==> config.mk <==
export PLATFORM = sky130hd
export DESIGN_NAME = pipe_hazard_ctrl_flat
export DESIGN_NICKNAME = d
export VERILOG_FILES = /design/src/rtl/pipe_hazard_ctrl_pkg.sv /design/src/rtl/pipe_hazard_ctrl_if.sv /design/src/rtl/pipe_hazard_ctrl_fwd.sv /design/src/rtl/pipe_hazard_ctrl.sv /design/src/flat_wrapper.sv
export SDC_FILE = /design/constraint.sdc
export NUM_CORES = 1
export LEC_CHECK = 0
export BUFFER_PORTS_ARGS = -buffer_cell sky130_fd_sc_hd__buf_4
export CORE_AREA = 2 2 85 87
export CTS_BUF_LIST = sky130_fd_sc_hd__clkbuf_4 sky130_fd_sc_hd__clkbuf_8
export CTS_CLUSTER_DIAMETER = 80
export DETAILED_ROUTE_END_ITERATION = 10
export DIE_AREA = 0 0 87 89
export SYNTH_ARGS = -nofsm -noshare
export SYNTH_HDL_FRONTEND = slang
export SYNTH_SLANG_ARGS = --single-unit
==> constraint.sdc <==
create_clock -name Clk -period 2.1 [get_ports Clk]
set_input_delay 0.21 -clock Clk [delete_from_list [all_inputs] [get_ports Clk]]
set_output_delay 0.21 -clock Clk [all_outputs]
set_load 0.02 [all_outputs]
==> src/rtl/pipe_hazard_ctrl_pkg.sv <==
// Shared definitions for the pipeline hazard controller:
// forwarding encodings, controller state enum and the x0 register index.
package pipe_pkg;

    localparam logic [1:0] FWD_RF = 2'b00;
    localparam logic [1:0] FWD_W  = 2'b01;
    localparam logic [1:0] FWD_M  = 2'b10;

    localparam logic [4:0] REG_ZERO = 5'd0;

    typedef enum logic {
        RUN,
        MEM_WAIT
    } state_e;

endpackage

==> src/rtl/pipe_hazard_ctrl_if.sv <==
// Hazard bundle between the pipeline datapath and the hazard controller.
// master: datapath side (drives register ids/events, takes controls).
// slave:  controller side (takes ids/events, drives stall/flush/forward).
interface pipe_hazard_ctrl_if #(
    parameter int CNT_W = 32
);
    import pipe_pkg::*;

    logic [4:0]       Rs1D;
    logic [4:0]       Rs2D;
    logic [4:0]       Rs1E;
    logic [4:0]       Rs2E;
    logic [4:0]       RdE;
    logic [4:0]       RdM;
    logic [4:0]       RdW;
    logic             RegWriteM;
    logic             RegWriteW;
    logic             LoadE;
    logic             PCSrcE;
    logic             MemReqM;
    logic             MemReadyM;

    logic             StallF;
    logic             StallD;
    logic             StallE;
    logic             StallM;
    logic             FlushD;
    logic             FlushE;
    logic             BubbleW;
    logic [1:0]       ForwardAE;
    logic [1:0]       ForwardBE;
    logic             MemErr;
    logic [CNT_W-1:0] StallCount;

    modport master (
        output Rs1D, Rs2D, Rs1E, Rs2E, RdE, RdM, RdW,
        output RegWriteM, RegWriteW, LoadE, PCSrcE,
        output MemReqM, MemReadyM,
        input  StallF, StallD, StallE, StallM,
        input  FlushD, FlushE, BubbleW,
        input  ForwardAE, ForwardBE, MemErr, StallCount
    );

    modport slave (
        input  Rs1D, Rs2D, Rs1E, Rs2E, RdE, RdM, RdW,
        input  RegWriteM, RegWriteW, LoadE, PCSrcE,
        input  MemReqM, MemReadyM,
        output StallF, StallD, StallE, StallM,
        output FlushD, FlushE, BubbleW,
        output ForwardAE, ForwardBE, MemErr, StallCount
    );

endinterface

==> src/rtl/pipe_hazard_ctrl_fwd.sv <==
// Forwarding select for one EX operand: M beats W, x0 never forwards.
// Ports: Rs_i operand reg, RdM_i/RdW_i + write enables, Fwd_o select.
module fwd_unit
    import pipe_pkg::*;
(
    input  logic [4:0] Rs_i,
    input  logic [4:0] RdM_i,
    input  logic [4:0] RdW_i,
    input  logic       RegWriteM_i,
    input  logic       RegWriteW_i,
    output logic [1:0] Fwd_o
);

    logic hit_m;
    logic hit_w;

    assign hit_m = RegWriteM_i && (RdM_i != REG_ZERO) && (RdM_i == Rs_i);
    assign hit_w = RegWriteW_i && (RdW_i != REG_ZERO) && (RdW_i == Rs_i);

    always_comb begin
        Fwd_o = FWD_RF;
        if (hit_m) begin
            Fwd_o = FWD_M;
        end else if (hit_w) begin
            Fwd_o = FWD_W;
        end
    end

endmodule

==> src/rtl/pipe_hazard_ctrl.sv <==
// Pipeline hazard controller: load-use/branch/memory-wait stalls and
// flushes, EX forwarding, memory timeout watchdog, stall-cycle counter.
module pipe_hazard_ctrl
    import pipe_pkg::*;
#(
    parameter int MEM_TIMEOUT = 16,
    parameter int CNT_W       = 32
) (
    input  logic                 Clk,
    input  logic                 Rst_n,
    pipe_hazard_ctrl_if.slave    hz
);

    localparam int TW = (MEM_TIMEOUT > 2) ? $clog2(MEM_TIMEOUT) : 1;
    localparam logic [TW-1:0] TMR_LAST = TW'(MEM_TIMEOUT - 1);

    state_e           state_q, state_d;
    logic [TW-1:0]    tmr_q, tmr_d;
    logic             err_q, err_d;
    logic [CNT_W-1:0] cnt_q, cnt_d;

    logic frozen;
    logic load_use;

    // The whole MEM_WAIT state stalls, including the cycle memory
    // answers, so E/M only advances on the following edge.
    assign frozen = (state_q == MEM_WAIT)
                 || (hz.MemReqM && !hz.MemReadyM);

    assign load_use = hz.LoadE && (hz.RdE != REG_ZERO)
                   && ((hz.RdE == hz.Rs1D) || (hz.RdE == hz.Rs2D));

    always_ff @(posedge Clk) begin
        if (!Rst_n) begin
            state_q <= RUN;
            tmr_q   <= '0;
            err_q   <= 1'b0;
            cnt_q   <= '0;
        end else begin
            state_q <= state_d;
            tmr_q   <= tmr_d;
            err_q   <= err_d;
            cnt_q   <= cnt_d;
        end
    end

    always_comb begin
        state_d = state_q;
        tmr_d   = tmr_q;
        err_d   = err_q;
        unique case (state_q)
            RUN: begin
                if (hz.MemReqM && !hz.MemReadyM) begin
                    state_d = MEM_WAIT;
                    tmr_d   = '0;
                end
            end
            MEM_WAIT: begin
                if (hz.MemReadyM) begin
                    state_d = RUN;
                end else if (tmr_q == TMR_LAST) begin
                    // Watchdog: give up on the access and flag it.
                    err_d   = 1'b1;
                    state_d = RUN;
                end else begin
                    tmr_d = tmr_q + 1'b1;
                end
            end
        endcase
    end

    // Reset gates the controls so nothing stalls in the reset cycle.
    always_comb begin
        hz.StallF  = 1'b0;
        hz.StallD  = 1'b0;
        hz.StallE  = 1'b0;
        hz.StallM  = 1'b0;
        hz.FlushD  = 1'b0;
        hz.FlushE  = 1'b0;
        hz.BubbleW = 1'b0;
        if (Rst_n) begin
            if (frozen) begin
                hz.StallF  = 1'b1;
                hz.StallD  = 1'b1;
                hz.StallE  = 1'b1;
                hz.StallM  = 1'b1;
                hz.BubbleW = 1'b1;
            end else if (hz.PCSrcE) begin
                hz.FlushD = 1'b1;
                hz.FlushE = 1'b1;
            end else if (load_use) begin
                hz.StallF = 1'b1;
                hz.StallD = 1'b1;
                hz.FlushE = 1'b1;
            end
        end
    end

    assign cnt_d = hz.StallF ? cnt_q + CNT_W'(1) : cnt_q;

    assign hz.MemErr     = err_q;
    assign hz.StallCount = cnt_q;

    fwd_unit u_fwd_a (
        .Rs_i        (hz.Rs1E),
        .RdM_i       (hz.RdM),
        .RdW_i       (hz.RdW),
        .RegWriteM_i (hz.RegWriteM),
        .RegWriteW_i (hz.RegWriteW),
        .Fwd_o       (hz.ForwardAE)
    );

    fwd_unit u_fwd_b (
        .Rs_i        (hz.Rs2E),
        .RdM_i       (hz.RdM),
        .RdW_i       (hz.RdW),
        .RegWriteM_i (hz.RegWriteM),
        .RegWriteW_i (hz.RegWriteW),
        .Fwd_o       (hz.ForwardBE)
    );

endmodule
==> src/flat_wrapper.sv <==
// flat-port wrapper written by rule: the top's interface ports become plain ports
module pipe_hazard_ctrl_flat import pipe_pkg::*;
#(
    parameter int MEM_TIMEOUT = 16,
    parameter int CNT_W       = 32
)
  (Clk, Rst_n, hz_Rs1D, hz_Rs2D, hz_Rs1E, hz_Rs2E, hz_RdE, hz_RdM, hz_RdW, hz_RegWriteM, hz_RegWriteW, hz_LoadE, hz_PCSrcE, hz_MemReqM, hz_MemReadyM, hz_StallF, hz_StallD, hz_StallE, hz_StallM, hz_FlushD, hz_FlushE, hz_BubbleW, hz_ForwardAE, hz_ForwardBE, hz_MemErr, hz_StallCount);
  pipe_hazard_ctrl_if #(.CNT_W(CNT_W)) hz_i ();
  input  logic Clk;
  input  logic Rst_n;
  input wire logic [$bits(hz_i.Rs1D)-1:0] hz_Rs1D;
  input wire logic [$bits(hz_i.Rs2D)-1:0] hz_Rs2D;
  input wire logic [$bits(hz_i.Rs1E)-1:0] hz_Rs1E;
  input wire logic [$bits(hz_i.Rs2E)-1:0] hz_Rs2E;
  input wire logic [$bits(hz_i.RdE)-1:0] hz_RdE;
  input wire logic [$bits(hz_i.RdM)-1:0] hz_RdM;
  input wire logic [$bits(hz_i.RdW)-1:0] hz_RdW;
  input wire logic [$bits(hz_i.RegWriteM)-1:0] hz_RegWriteM;
  input wire logic [$bits(hz_i.RegWriteW)-1:0] hz_RegWriteW;
  input wire logic [$bits(hz_i.LoadE)-1:0] hz_LoadE;
  input wire logic [$bits(hz_i.PCSrcE)-1:0] hz_PCSrcE;
  input wire logic [$bits(hz_i.MemReqM)-1:0] hz_MemReqM;
  input wire logic [$bits(hz_i.MemReadyM)-1:0] hz_MemReadyM;
  output wire logic [$bits(hz_i.StallF)-1:0] hz_StallF;
  output wire logic [$bits(hz_i.StallD)-1:0] hz_StallD;
  output wire logic [$bits(hz_i.StallE)-1:0] hz_StallE;
  output wire logic [$bits(hz_i.StallM)-1:0] hz_StallM;
  output wire logic [$bits(hz_i.FlushD)-1:0] hz_FlushD;
  output wire logic [$bits(hz_i.FlushE)-1:0] hz_FlushE;
  output wire logic [$bits(hz_i.BubbleW)-1:0] hz_BubbleW;
  output wire logic [$bits(hz_i.ForwardAE)-1:0] hz_ForwardAE;
  output wire logic [$bits(hz_i.ForwardBE)-1:0] hz_ForwardBE;
  output wire logic [$bits(hz_i.MemErr)-1:0] hz_MemErr;
  output wire logic [$bits(hz_i.StallCount)-1:0] hz_StallCount;
  assign hz_i.Rs1D = hz_Rs1D;
  assign hz_i.Rs2D = hz_Rs2D;
  assign hz_i.Rs1E = hz_Rs1E;
  assign hz_i.Rs2E = hz_Rs2E;
  assign hz_i.RdE = hz_RdE;
  assign hz_i.RdM = hz_RdM;
  assign hz_i.RdW = hz_RdW;
  assign hz_i.RegWriteM = hz_RegWriteM;
  assign hz_i.RegWriteW = hz_RegWriteW;
  assign hz_i.LoadE = hz_LoadE;
  assign hz_i.PCSrcE = hz_PCSrcE;
  assign hz_i.MemReqM = hz_MemReqM;
  assign hz_i.MemReadyM = hz_MemReadyM;
  assign hz_StallF = hz_i.StallF;
  assign hz_StallD = hz_i.StallD;
  assign hz_StallE = hz_i.StallE;
  assign hz_StallM = hz_i.StallM;
  assign hz_FlushD = hz_i.FlushD;
  assign hz_FlushE = hz_i.FlushE;
  assign hz_BubbleW = hz_i.BubbleW;
  assign hz_ForwardAE = hz_i.ForwardAE;
  assign hz_ForwardBE = hz_i.ForwardBE;
  assign hz_MemErr = hz_i.MemErr;
  assign hz_StallCount = hz_i.StallCount;
  pipe_hazard_ctrl #(.MEM_TIMEOUT(MEM_TIMEOUT), .CNT_W(CNT_W)) u_core (.Clk(Clk), .Rst_n(Rst_n), .hz(hz_i));
endmodule
Word-level counts from Yosys, hierarchy flattened
Index checks and enable logic that the tools add are counted.

Word-level logic and storage cells: 59. Register bits after elaboration: 38.

Bitwise operators: 2. Add/subtract/negate cells: 2. Muxes and demuxes: 24. Eq/ne operators: 10. Reductions and logical operators: 17.

Operator list (count): adder 32 x 1 -> 32 bit (second input constant) (1); == test 5 bit (6); two-way mux 1 bit (17); nonzero test 5 bit (3); two-way mux 4 bit (3); logical AND 1 bit (9); one-hot mux 4 bit (2 select lines) (1); AND reduction 3 bit (2); adder 4 x 1 -> 4 bit (second input constant) (1); == test 4 bit (second input constant) (1); two-way mux 2 bit (2); inequality test 2 bit (second input constant) (2); logical OR 1 bit (2); inequality test 2 x 1 -> 1 bit (second input constant) (1); inverter 1 bit (2); one-hot mux 1 bit (2 select lines) (1); zero test 1 bit (1).

Depth between registers and ports, before layout
Depth after elaboration: 7. Gate-level depth with buffers: 8. Gate-level depth less buffers: 7.

Modules after synthesis
From an unflattened synthesis, not the netlist that was laid out.

Cells, all modules: 293. Area total of the unflattened synthesis: 2392.3 µm².

By module, submodules not included: pipe_hazard_ctrl (instances 1, area each 2074.5 µm², cells an instance 251, seq. area each 760.7 µm²); fwd_unit (instances 2, area each 158.9 µm², cells an instance 21, seq. area each 0.0 µm²).

Worst setup path after synthesis
No wires, ideal clock.

Path type: reg-to-reg. From: register u_core.cnt_q[0] (netlist: u_core.hz.StallCount[0]). To: register u_core.cnt_q[26] (netlist: u_core.hz.StallCount[26]). Library setup time: 0.070 ns. Arrival time: 2.008 ns. Cell stages (with the launch flop): 8. Slack: 0.021 ns. Path buffers: 0. Clock period less this slack: 2.079 ns. Cells stage by stage: dfxtp_1 -> ha_1 -> nand3_1 -> nor2_1 -> nand4_1 -> or4_4 -> or3_1 -> a21oi_1.

Cells in the longest elaborated chain, start to end: 1.

Ends and longest elaborated chain: start: declaration (line pipe_hazard_ctrl.sv:20) `logic [CNT_W-1:0] cnt_q, cnt_d;`; start signal: assignment (line pipe_hazard_ctrl.sv:43) `cnt_q <= cnt_d;`; adder 32 x 1 -> 32 bit (line pipe_hazard_ctrl.sv:99) `assign cnt_d = hz.StallF ? cnt_q + CNT_W'(1) : cnt_q;`.

Every way passes these cells. A chain may end at the register's enable or synchronous reset.

Final worst setup path
From: register u_core.cnt_q[18] (netlist: u_core.hz.StallCount[18]). To: register u_core.cnt_q[26] (netlist: u_core.hz.StallCount[26]).

The elaborated chain is that of the path after synthesis.

==> results.yml <==
critical_path:
  critPathTopFamily: "simple AND/OR/NAND/NOR gates"
  rrSetupSlack_ps: 160
  critPathLaunchType: "register"
  cp-end-kind: "register"
  r2r_cells: 6
  arrival_ps: 2160
  critPathBufInv: 1
  slowest_stage: "or4_4"
  crit_path_start: "u_core.hz.StallCount[18]"
  worstReg2RegStart: "u_core.hz.StallCount[18]"
  crit_top_cell: "and4_1"
  crit_chain: "and4_1 > and4_1 > inv_2 > or4_4 > or3_1 > a21oi_1"
  cp_max_fo: 5
  max_stage_delay_ps: 460
  path_class: "register to register"
  regToRegEndpoint: "u_core.hz.StallCount[26]"
  required_ps: 2320
placement:
  placedCellCount: 445
  gp_congestion: 0.817
  portBuffers: 86
  dp_hpwl_mm: 4.72
  pre_cts_ws_ps: 135
finish:
  layout_commonest_cell: "buf_4"
  instances_no_fill: 453
  layout-drive-gt1-share_pct: 29.8
  fin_util_pct: 46.6
  final_cell_mix: "buf_4, dfxtp_1, a21oi_1, nand3_1, or3_1"
  finalNetCount: 417
  syn_to_final_growth_pct: 35.4
  fill_cells: 709
  n_antenna_cell: 0
logic_synthesis:
  yosysTopAreaCellShare_pct: 32.9
  synthesis.instances: 286
  synth_area_um2: 2310
  yosys_register_bits: 38
  synth_nets: 331
  synth.area.top_cells: "dfxtp_1, a21oi_1, xnor2_1"
  synth_area_per_cell_um2: 8.09
  async_reset_ff_share_pct: 0
  netlist-cell-type-count: 42
  synth-edff-count: 0
  yosys.area.top_type: "dfxtp_1"
  ys_seq_area_share_pct: 32.9
  ys_dominant_reg_cell: "dfxtp_1"
  ys_warn_count: 0
sta:
  worst_pin_slew_ps: 377
  rsz0062_at_grt: "false"
  setup_viol: 0
  slew_violations: 0
  hold_viol_final: 0
  relSlewSlack_pct: 74.6
  fin_setup_tns_ps: 0
  period_share_pct: 92.3
  min_period_ps: 1940
  finClkSkew_ps: 4.30
  max_freq_ghz: 0.516
  setup_slack_ps: 161
grt:
  grt_max_degree: 63
  gr-total-overflow: 0
  grt_use_met2_pct: 27.6
  grt_pass1_vias: 2205
  antenna_found_initial: 0
  grt_usage_pct: 16.4
  met1_usage_pct: 21.1
  grt_pass1_wl_mm: 10.2
  grt_use_met3_pct: 3.14
  grt.busiest_layer: "met2"
floorplan:
  start_util_pct: 34.5
  row_count: 30
  die_h_um: 89
  io_pins: 87
  core-area_um2: 6720
  die_w_um: 87
  dieArea_um2: 7740
clocking:
  cts_setup_buffers: 0
  h-tree-depth: 2
  cts_tree: "done"
  ctsResizeCount: 0
  cts_num_sinks: 38
  clock_latency_ps: 290
  clockBufferDepth: 2
  cts.clk_slew.worst_paths_ps: 70
  cts_buffers: 5
  cts_hold_buf: 0
  ctsRootBufferMaster: "clkbuf_8"
routing:
  routed_wl_mm: 6.30
  vias_per_cell: 5.29
  drcViolationCount: 0
  firstDrtPassIters: 4
  routedWlPerCell_um: 13.9
  vias: 2396
  drt-initial-drc-count: 112
  ant_nets: 0
min_path:
  whs_endpoint: "u_core.hz.StallCount[18]"
  whs_path_depth: 2
  hold_class: "input pin to register"
  min_from: "Rst_n"
power:
  vdd_drop_max_mv: 0.225
  leakagePower_nw: 1.25
  p_per_area_nw_per_um2: 490
flow_run:
  max-cap-violations: 0
status:
  outcome: "completed"
state kept, by name, summed over array words and instances (netlist names):
name / cells
u_core.tmr_q: 4
u_core.hz.StallCount: 32
u_core.state_q: 1
u_core.hz.MemErr: 1
how the worst max path moves through the flow:
stage	cells past startpoint	to
3_5_place_dp	6	u_core.hz.StallCount[26]
5_1_grt	6	hz_ForwardBE[0]
6_report	6	u_core.hz.StallCount[26]
2_1_floorplan	7	u_core.hz.StallCount[26]
4_1_cts	6	u_core.hz.StallCount[26]
3_3_place_gp	8	u_core.hz.StallCount[1]
area by class of cell:
cell class	instances	area [um^2]	area share (%)
Sequential cell	38	762	24.3
Inverter	5	18.8	0.599
Clock inverter	1	5.00	0.160
Multi-Input combinational cell	226	1430	45.5
Timing Repair Buffer	96	733	23.4
Clock buffer	7	90.1	2.87
Tap cell	80	100	3.19
through the flow:
step / hold WS (ps) / total power, mW / cell area, um^2
global placement: 446 / 1.01 / 3040
global route: 204 / 1.60 / 3130
finish: 208 / 1.54 / 3130
CTS: 206 / 1.55 / 3130
detailed placement: 442 / 1.02 / 3040
floorplan: 409 / 0.895 / 2310
cell usage after synthesis, drive strengths merged (2+ instances only):
library cell	n
ha	2
and3	11
nor4	4
nand2	12
nor3	5
o21a	7
clkbuf	6
o31ai	8
nand4	9
nor2	14
buf	11
o21ai	23
a21oi	31
and2	2
and4	4
nand3	19
dfxtp	38
xor2	15
inv	4
or4	14
or3	18
xnor2	16
where the power goes:
part / leakage (nW) / internal (mW) / switching, mW
Sequential: 0.307 / 0.726 / 0.00560
Combinational: 0.896 / 0.130 / 0.136
Clock: 0.0517 / 0.278 / 0.260
Total: 1.25 / 1.13 / 0.402
kinds of logic after synthesis:
group                      share of synthesized area [%]
and+or+nand+nor                                     29.0
AOI/OAI and AO/OA                                   19.4
DFF                                                 32.9
xor gates and xnor gates                            11.7
buffers and inverters                               5.57
adders and majority gates                           1.08
muxes                                              0.432
routing by layer:
metal  routed length [um]  vias up  part of all wire, %
met5                    0        -                    0
met4                   91        0                  1.4
met3                  360        8                  5.7
met2                 3010       63                   48
met1                 2840     1089                   45
li1                     -     1236                    -
Power figures use the tool's default switching activity.
